## src/rtl/bus_arbiter_if.sv

```systemverilog
`default_nettype none
// ============================================================================
//  Module      : bus_arbiter_if
//  Description : Requester/grant bundle between the LBIST pattern sources
//                (master side) and the shared bus-register arbiter (slave).
//  Revision    : 1.0  initial release
// ============================================================================
interface bus_arbiter_if #(
    parameter int N_REQ     = 4,
    parameter int BUS_WIDTH = 16
);
    logic [N_REQ-1:0]           req;
    logic [N_REQ*BUS_WIDTH-1:0] data_in_all;
    logic [N_REQ-1:0]           gnt;
    logic                       ld;
    logic [BUS_WIDTH-1:0]       bus_data;
    logic [N_REQ-1:0]           done;
    logic                       busy;
    logic                       timeout_err;

    // Requesters drive requests and data and observe the arbiter's result.
    modport master (
        output req, data_in_all,
        input  gnt, ld, bus_data, done, busy, timeout_err
    );

    // The arbiter consumes requests and owns every status output.
    modport slave (
        input  req, data_in_all,
        output gnt, ld, bus_data, done, busy, timeout_err
    );
endinterface
`default_nettype wire

```

## src/rtl/bus_arbiter.sv

```systemverilog
`default_nettype none
// ============================================================================
//  Module      : bus_arbiter
//  Description : Round-robin arbiter sharing one bus register between N_REQ
//                requesters. IDLE -> LOAD (one LD strobe) -> HOLD until the
//                winner drops its request. Optional HOLD timeout is enabled
//                with the macro BUS_ARB_TIMEOUT_EN.
//  Revision    : 1.0  initial release
// ============================================================================
module bus_arbiter #(
    parameter int N_REQ     = 4,
    parameter int BUS_WIDTH = 16,
    parameter int HOLD_MAX  = 8
) (
    input  wire logic    clk,
    input  wire logic    rst,
    bus_arbiter_if.slave bus
);

    localparam int PTR_W = (N_REQ > 1) ? $clog2(N_REQ) : 1;

    localparam logic [1:0] c_idle = 2'd0;
    localparam logic [1:0] c_load = 2'd1;
    localparam logic [1:0] c_hold = 2'd2;

    // Reject parameter sets the pointer/counter logic was not sized for.
    if (N_REQ < 2 || N_REQ > 8 || HOLD_MAX < 1) begin : g_param_check
        $error("bus_arbiter: N_REQ must be 2..8 and HOLD_MAX >= 1");
    end

    logic [1:0]           r_state;
    logic [1:0]           w_state_nxt;
    logic [PTR_W-1:0]     r_ptr;
    logic [PTR_W-1:0]     r_win;
    logic [PTR_W-1:0]     w_win;
    logic                 w_found;
    logic                 w_any_req;
    logic                 w_release;
    logic                 w_timeout;
    logic                 w_timeout_err;
    logic [BUS_WIDTH-1:0] r_bus_data;
    logic [N_REQ-1:0]     r_done;

    assign w_any_req = |bus.req;
    // Normal release has priority over a timeout in the same cycle.
    assign w_release = (r_state == c_hold) && !bus.req[r_win];

    // Round-robin search: first request at or after r_ptr+1, wrapping.
    always_comb begin
        w_win   = r_ptr;
        w_found = 1'b0;
        for (int k = 1; k <= N_REQ; k++) begin
            if (!w_found && bus.req[(int'(r_ptr) + k) % N_REQ]) begin
                w_found = 1'b1;
                w_win   = PTR_W'((int'(r_ptr) + k) % N_REQ);
            end
        end
    end

`ifdef BUS_ARB_TIMEOUT_EN
    localparam int CNT_W = $clog2(HOLD_MAX + 1);

    logic [CNT_W-1:0] r_hold_cnt;
    logic             r_timeout_err;

    // Fires on the HOLD_MAX-th HOLD cycle while the winner still requests.
    assign w_timeout = (r_state == c_hold) && bus.req[r_win] &&
                       (r_hold_cnt == CNT_W'(HOLD_MAX - 1));
    assign w_timeout_err = r_timeout_err;

    // Count HOLD cycles; cleared on the way into HOLD; sticky error flag.
    always_ff @(posedge clk or posedge rst) begin
        if (rst) begin
            r_hold_cnt    <= '0;
            r_timeout_err <= 1'b0;
        end else begin
            if (r_state == c_load) begin
                r_hold_cnt <= '0;
            end else if (r_state == c_hold) begin
                r_hold_cnt <= r_hold_cnt + 1'b1;
            end
            if (w_timeout && !w_release) begin
                r_timeout_err <= 1'b1;
            end
        end
    end
`else
    assign w_timeout     = 1'b0;
    assign w_timeout_err = 1'b0;
`endif

    // State register.
    always_ff @(posedge clk or posedge rst) begin
        if (rst) begin
            r_state <= c_idle;
        end else begin
            r_state <= w_state_nxt;
        end
    end

    // Next-state logic.
    always_comb begin
        w_state_nxt = r_state;
        case (r_state)
            c_idle:  if (w_any_req) w_state_nxt = c_load;
            c_load:  w_state_nxt = c_hold;
            c_hold:  if (w_release || w_timeout) w_state_nxt = c_idle;
            default: w_state_nxt = c_idle;
        endcase
    end

    // Winner capture, bus data load, release pulse and pointer update.
    always_ff @(posedge clk or posedge rst) begin
        if (rst) begin
            r_ptr      <= PTR_W'(N_REQ - 1);
            r_win      <= '0;
            r_bus_data <= '0;
            r_done     <= '0;
        end else begin
            r_done <= '0;
            if (r_state == c_idle && w_any_req) begin
                r_win      <= w_win;
                r_bus_data <= bus.data_in_all[w_win*BUS_WIDTH +: BUS_WIDTH];
            end
            if (w_release) begin
                r_done <= N_REQ'(1) << r_win;
                r_ptr  <= r_win;
            end else if (w_timeout) begin
                r_ptr  <= r_win;
            end
        end
    end

    // Outputs decoded from registered state only, so they are glitch-free.
    always_comb begin
        bus.gnt         = (r_state != c_idle) ? (N_REQ'(1) << r_win) : '0;
        bus.ld          = (r_state == c_load);
        bus.busy        = (r_state != c_idle);
        bus.bus_data    = r_bus_data;
        bus.done        = r_done;
        bus.timeout_err = w_timeout_err;
    end

endmodule
`default_nettype wire

```

## src/flat_wrapper.sv

```systemverilog
// flat-port wrapper written by rule: the top's interface ports become plain ports
module bus_arbiter_flat 
#(
    parameter int N_REQ     = 4,
    parameter int BUS_WIDTH = 16,
    parameter int HOLD_MAX  = 8
)
  (clk, rst, bus_req, bus_data_in_all, bus_gnt, bus_ld, bus_bus_data, bus_done, bus_busy, bus_timeout_err);
  bus_arbiter_if #(.N_REQ(N_REQ), .BUS_WIDTH(BUS_WIDTH)) bus_i ();
  input  wire logic clk;
  input  wire logic rst;
  input wire logic [$bits(bus_i.req)-1:0] bus_req;
  input wire logic [$bits(bus_i.data_in_all)-1:0] bus_data_in_all;
  output wire logic [$bits(bus_i.gnt)-1:0] bus_gnt;
  output wire logic [$bits(bus_i.ld)-1:0] bus_ld;
  output wire logic [$bits(bus_i.bus_data)-1:0] bus_bus_data;
  output wire logic [$bits(bus_i.done)-1:0] bus_done;
  output wire logic [$bits(bus_i.busy)-1:0] bus_busy;
  output wire logic [$bits(bus_i.timeout_err)-1:0] bus_timeout_err;
  assign bus_i.req = bus_req;
  assign bus_i.data_in_all = bus_data_in_all;
  assign bus_gnt = bus_i.gnt;
  assign bus_ld = bus_i.ld;
  assign bus_bus_data = bus_i.bus_data;
  assign bus_done = bus_i.done;
  assign bus_busy = bus_i.busy;
  assign bus_timeout_err = bus_i.timeout_err;
  bus_arbiter #(.N_REQ(N_REQ), .BUS_WIDTH(BUS_WIDTH), .HOLD_MAX(HOLD_MAX)) u_core (.clk(clk), .rst(rst), .bus(bus_i));
endmodule
```

## config.mk

```make
export PLATFORM = sky130hd
export DESIGN_NAME = bus_arbiter_flat
export DESIGN_NICKNAME = d
export VERILOG_FILES = /design/src/rtl/bus_arbiter_if.sv /design/src/rtl/bus_arbiter.sv /design/src/flat_wrapper.sv
export SDC_FILE = /design/constraint.sdc
export NUM_CORES = 1
export LEC_CHECK = 0
export ABC_AREA = 1
export CAP_MARGIN = 15
export CORE_MARGIN = 2
export CORE_UTILIZATION = 35
export CTS_CLUSTER_SIZE = 30
export DETAILED_ROUTE_END_ITERATION = 8
export GPL_TIMING_DRIVEN = 1
export PLACE_DENSITY = 0.77
export SLEW_MARGIN = 15
export SYNTH_ARGS = -nofsm -noshare
export SYNTH_HDL_FRONTEND = slang
export SYNTH_SLANG_ARGS = --single-unit
```

## constraint.sdc

```tcl
create_clock -name clk -period 2.5 [get_ports clk]
set_input_delay 0.25 -clock clk [delete_from_list [all_inputs] [get_ports clk]]
set_output_delay 0.25 -clock clk [all_outputs]
set_load 0.05 [all_outputs]
```

==> results of run 1 <==
[critical path, cell delays in order, from the launching register on]
cell and delay [ns]:
dfstp_2 0.62, inv_2 0.13, nand2_1 0.10, nand2_1 0.07, nand2_1 0.06, nand2_1 0.10, nand2_4 0.16, nand2_4 0.06
nand2_4 0.16, buf_4 0.25, nand3_1 0.09, nand3_1 0.09, nand3_1 0.10, nand2_1 0.08
[per-layer routing]
layer	wire length, µm	part of all wire
met4	74	0.012
met1	2850	0.46
met5	0	0
met3	330	0.053
met2	3000	0.48
[sequential cells by signal, indices dropped and copies added, names as in the netlist]
signal               flops
u_core.bus.bus_data     16
u_core.r_state           2
u_core.r_win             2
u_core.r_ptr             2
u_core.bus.done          4
[final cells by class]
class,count,share of cell area
Multi-Input combinational cell,231,0.413
Timing Repair Buffer,100,0.313
Sequential cell,26,0.204
Tap cell,75,0.0293
Inverter,15,0.0191
Clock buffer,3,0.0129
Clock inverter,1,0.00938
[kinds of logic after synthesis]
group,after synthesis,synth area share
buffers and inverters,31,0.0890
other,1,0.00173
AOI/OAI and AO/OA,10,0.0254
DFF,26,0.302
and+or+nand+nor,220,0.582
[worst paths after layout]
| path | from | end | slack [ns] | depth (start not counted) |
|---|---|---|---|---|
| setup / recovery | u_core.r_ptr[0] | u_core.bus.bus_data[7] | 0.34 | 13 |
| hold / removal | rst | u_core.bus.bus_data[2] | 0.32 | 3 |
| setup reg to reg | u_core.r_ptr[0] | u_core.bus.bus_data[7] | 0.34 | 13 |
| hold reg to reg | u_core.bus.bus_data[6] | u_core.bus.bus_data[6] | 0.49 | 2 |
| max in group asynchronous | rst | u_core.r_ptr[0] | 1.88 | 3 |
| min in group clk | u_core.bus.bus_data[6] | u_core.bus.bus_data[6] | 0.49 | 2 |
[cell usage after synthesis]
master	number
nand3_1	80
nand2_1	74
dfrtp_1	24
nand3_2	24
nor2_1	14
nand2_4	12
inv_1	10
nand2_2	8
buf_2	5
buf_4	5
o21ai_0	5
buf_6	4
inv_2	3
a21oi_1	2
dfstp_2	2
nor2_2	2
nor2_8	2
a31oi_1	1
buf_12	1
clkbuf_1	1
clkinv_1	1
conb_1	1
inv_6	1
nand2_8	1
nand3_4	1
nand3b_1	1
nor4_1	1
o21a_1	1
o22ai_1	1
[power breakdown]
part / internal [mW] / switching [mW] / total, mW
Combinational: 1.41 / 2.86 / 4.26
Sequential: 0.640 / 0.158 / 0.797
Clock: 0.214 / 0.136 / 0.350
[per-stage QoR]
stage,setup slack (ns),instance area [µm²],utilization,std cells,power [mW]
after floorplan,0.726,2160,-,288,4.24
after global placement,0.374,3130,0.526,447,4.99
after detailed placement,0.310,3130,0.526,447,5.07
after CTS,0.366,3200,0.538,451,5.43
after global routing,0.157,3200,0.538,451,5.87
final,0.342,3200,0.538,451,5.41
[cell usage in the layout (no fill, tap or decap), drive strengths merged]
| master | n |
|---|---|
| buf | 5 |
| dfstp | 2 |
| clkinv | 1 |
| o21ai | 5 |
| a31oi | 1 |
| nor2 | 18 |
| bufinv | 1 |
| conb | 1 |
| inv | 14 |
| nand2 | 95 |
| nand3b | 1 |
| dfrtp | 24 |
| clkbuf | 3 |
| o21a | 1 |
| o22ai | 1 |
| nor4 | 1 |
| clkdlybuf4s50 | 95 |
| a21oi | 2 |
| nand3 | 105 |
==> metrics, run 1 <==
status=finished, final reports clean; # Max-Cap Violations=0; Root Buffer=clkbuf_8; fmax=463 MHz; Top Usage Layer GRT=met2; kind of critical path=reg2reg; GR met2 Demand/Resource=0.290; synthesized instance count=approximately 290; H-Tree Depth=1; Vias=2214; Cell Area, Synth=between 2000 and 2500 µm²; met1 Usage GRT=0.276; DRT antenna net count=0; P_leak=roughly 1.5 nW; CP endpoint kind=flip-flop; endpoints failing hold=0; DRC viols=0; post-CTS setup buffers=0; Hold Buf Count CTS=0; top cells by area, synth=dfrtp_1 28%, nand3_1 18%, nand2_1 13%, nand3_2 11%, nand2_4 6.2%; clock slew at reported path FFs=roughly 0.090 ns; all-layer global routing usage=0.188; Syn Nets=between 300 and 400; WL final=~6300 µm; Worst-Margin Slew=0.539 ns; Pwr Density=1690 nW/µm²; fraction of layout cells with a size suffix above 1=0.176; Yosys top cell by area=dfrtp_1; via/cell ratio=~4.9; gpl congestion=approximately 0.83; Die Ht=just over 80 µm; Layout Nets=447; # fillers=578; Seq/Total Area, Yosys=0.302; clk buf depth=2; Worst Skew=0.00204 ns; clock latency on the worst-skew pair=0.27 ns; crit-path max FO=19; post-synth cell types=29; Top Ports=slightly below 100; 1st-iter DRT viols=approximately 160; Final Setup Violations=0; Hold Worst Slack=approximately 0.32 ns; synth-to-layout area growth=47.9%; core box area=around 6000 µm²; initial antenna violation count=0; post-synthesis register bit count=26; CTS Buf Count=3; crit path DAT=roughly 2.4 ns; setup_tns=0 ns; Slew Limit Fails=0; ANT cells=0; Tcrit/Tclk final=0.863; post-DP HPWL=approximately 5000 µm; Yosys top cell area share=0.277; Initial Util=0.363; Die X=between 80 and 90 µm; CTS tree=yes; HP Class=in2async; largest net degree at the start of global routing=27; Avg Inst Size Synth=~7.5 µm²; drt wl/cell=13.9 µm; Critical Path Source Type=flip-flop; Worst slew margin=0.640; PortBufs=95; clock sink count=26; number of global-route vias before repair=about 2100; multi-input combinational cell area=~1300 µm²; Peak supply drop=0.891 mV; met3 Use GR=0.0174; Congestion Overflow GR=0; min Tclk post-route=2.16 ns; die area=roughly 6800 µm²; WP data required=between 2 and 3 ns; unrepaired setup endpoints after global routing=no; row count=28; warnings from Yosys=0; first-pass GRT wire length=about 10000 µm; count of cells resized by post-cts repair=0; Initial DRT Pass Iterations=4; area occupied by registers=about 650 µm²
Note: power is estimated with default switching activity, not from simulation.
==> run 2, diff against run 1 <==
--- a/config.mk
+++ b/config.mk
@@ -9,7 +9,7 @@
 export CAP_MARGIN = 15
 export CORE_MARGIN = 2
 export CORE_UTILIZATION = 35
-export CTS_CLUSTER_SIZE = 30
+export CTS_CLUSTER_SIZE = 40
 export DETAILED_ROUTE_END_ITERATION = 8
 export GPL_TIMING_DRIVEN = 1
 export PLACE_DENSITY = 0.77
==> results of run 2 <==
No change in the layout: final DEF, timing and power equal those of run 1.
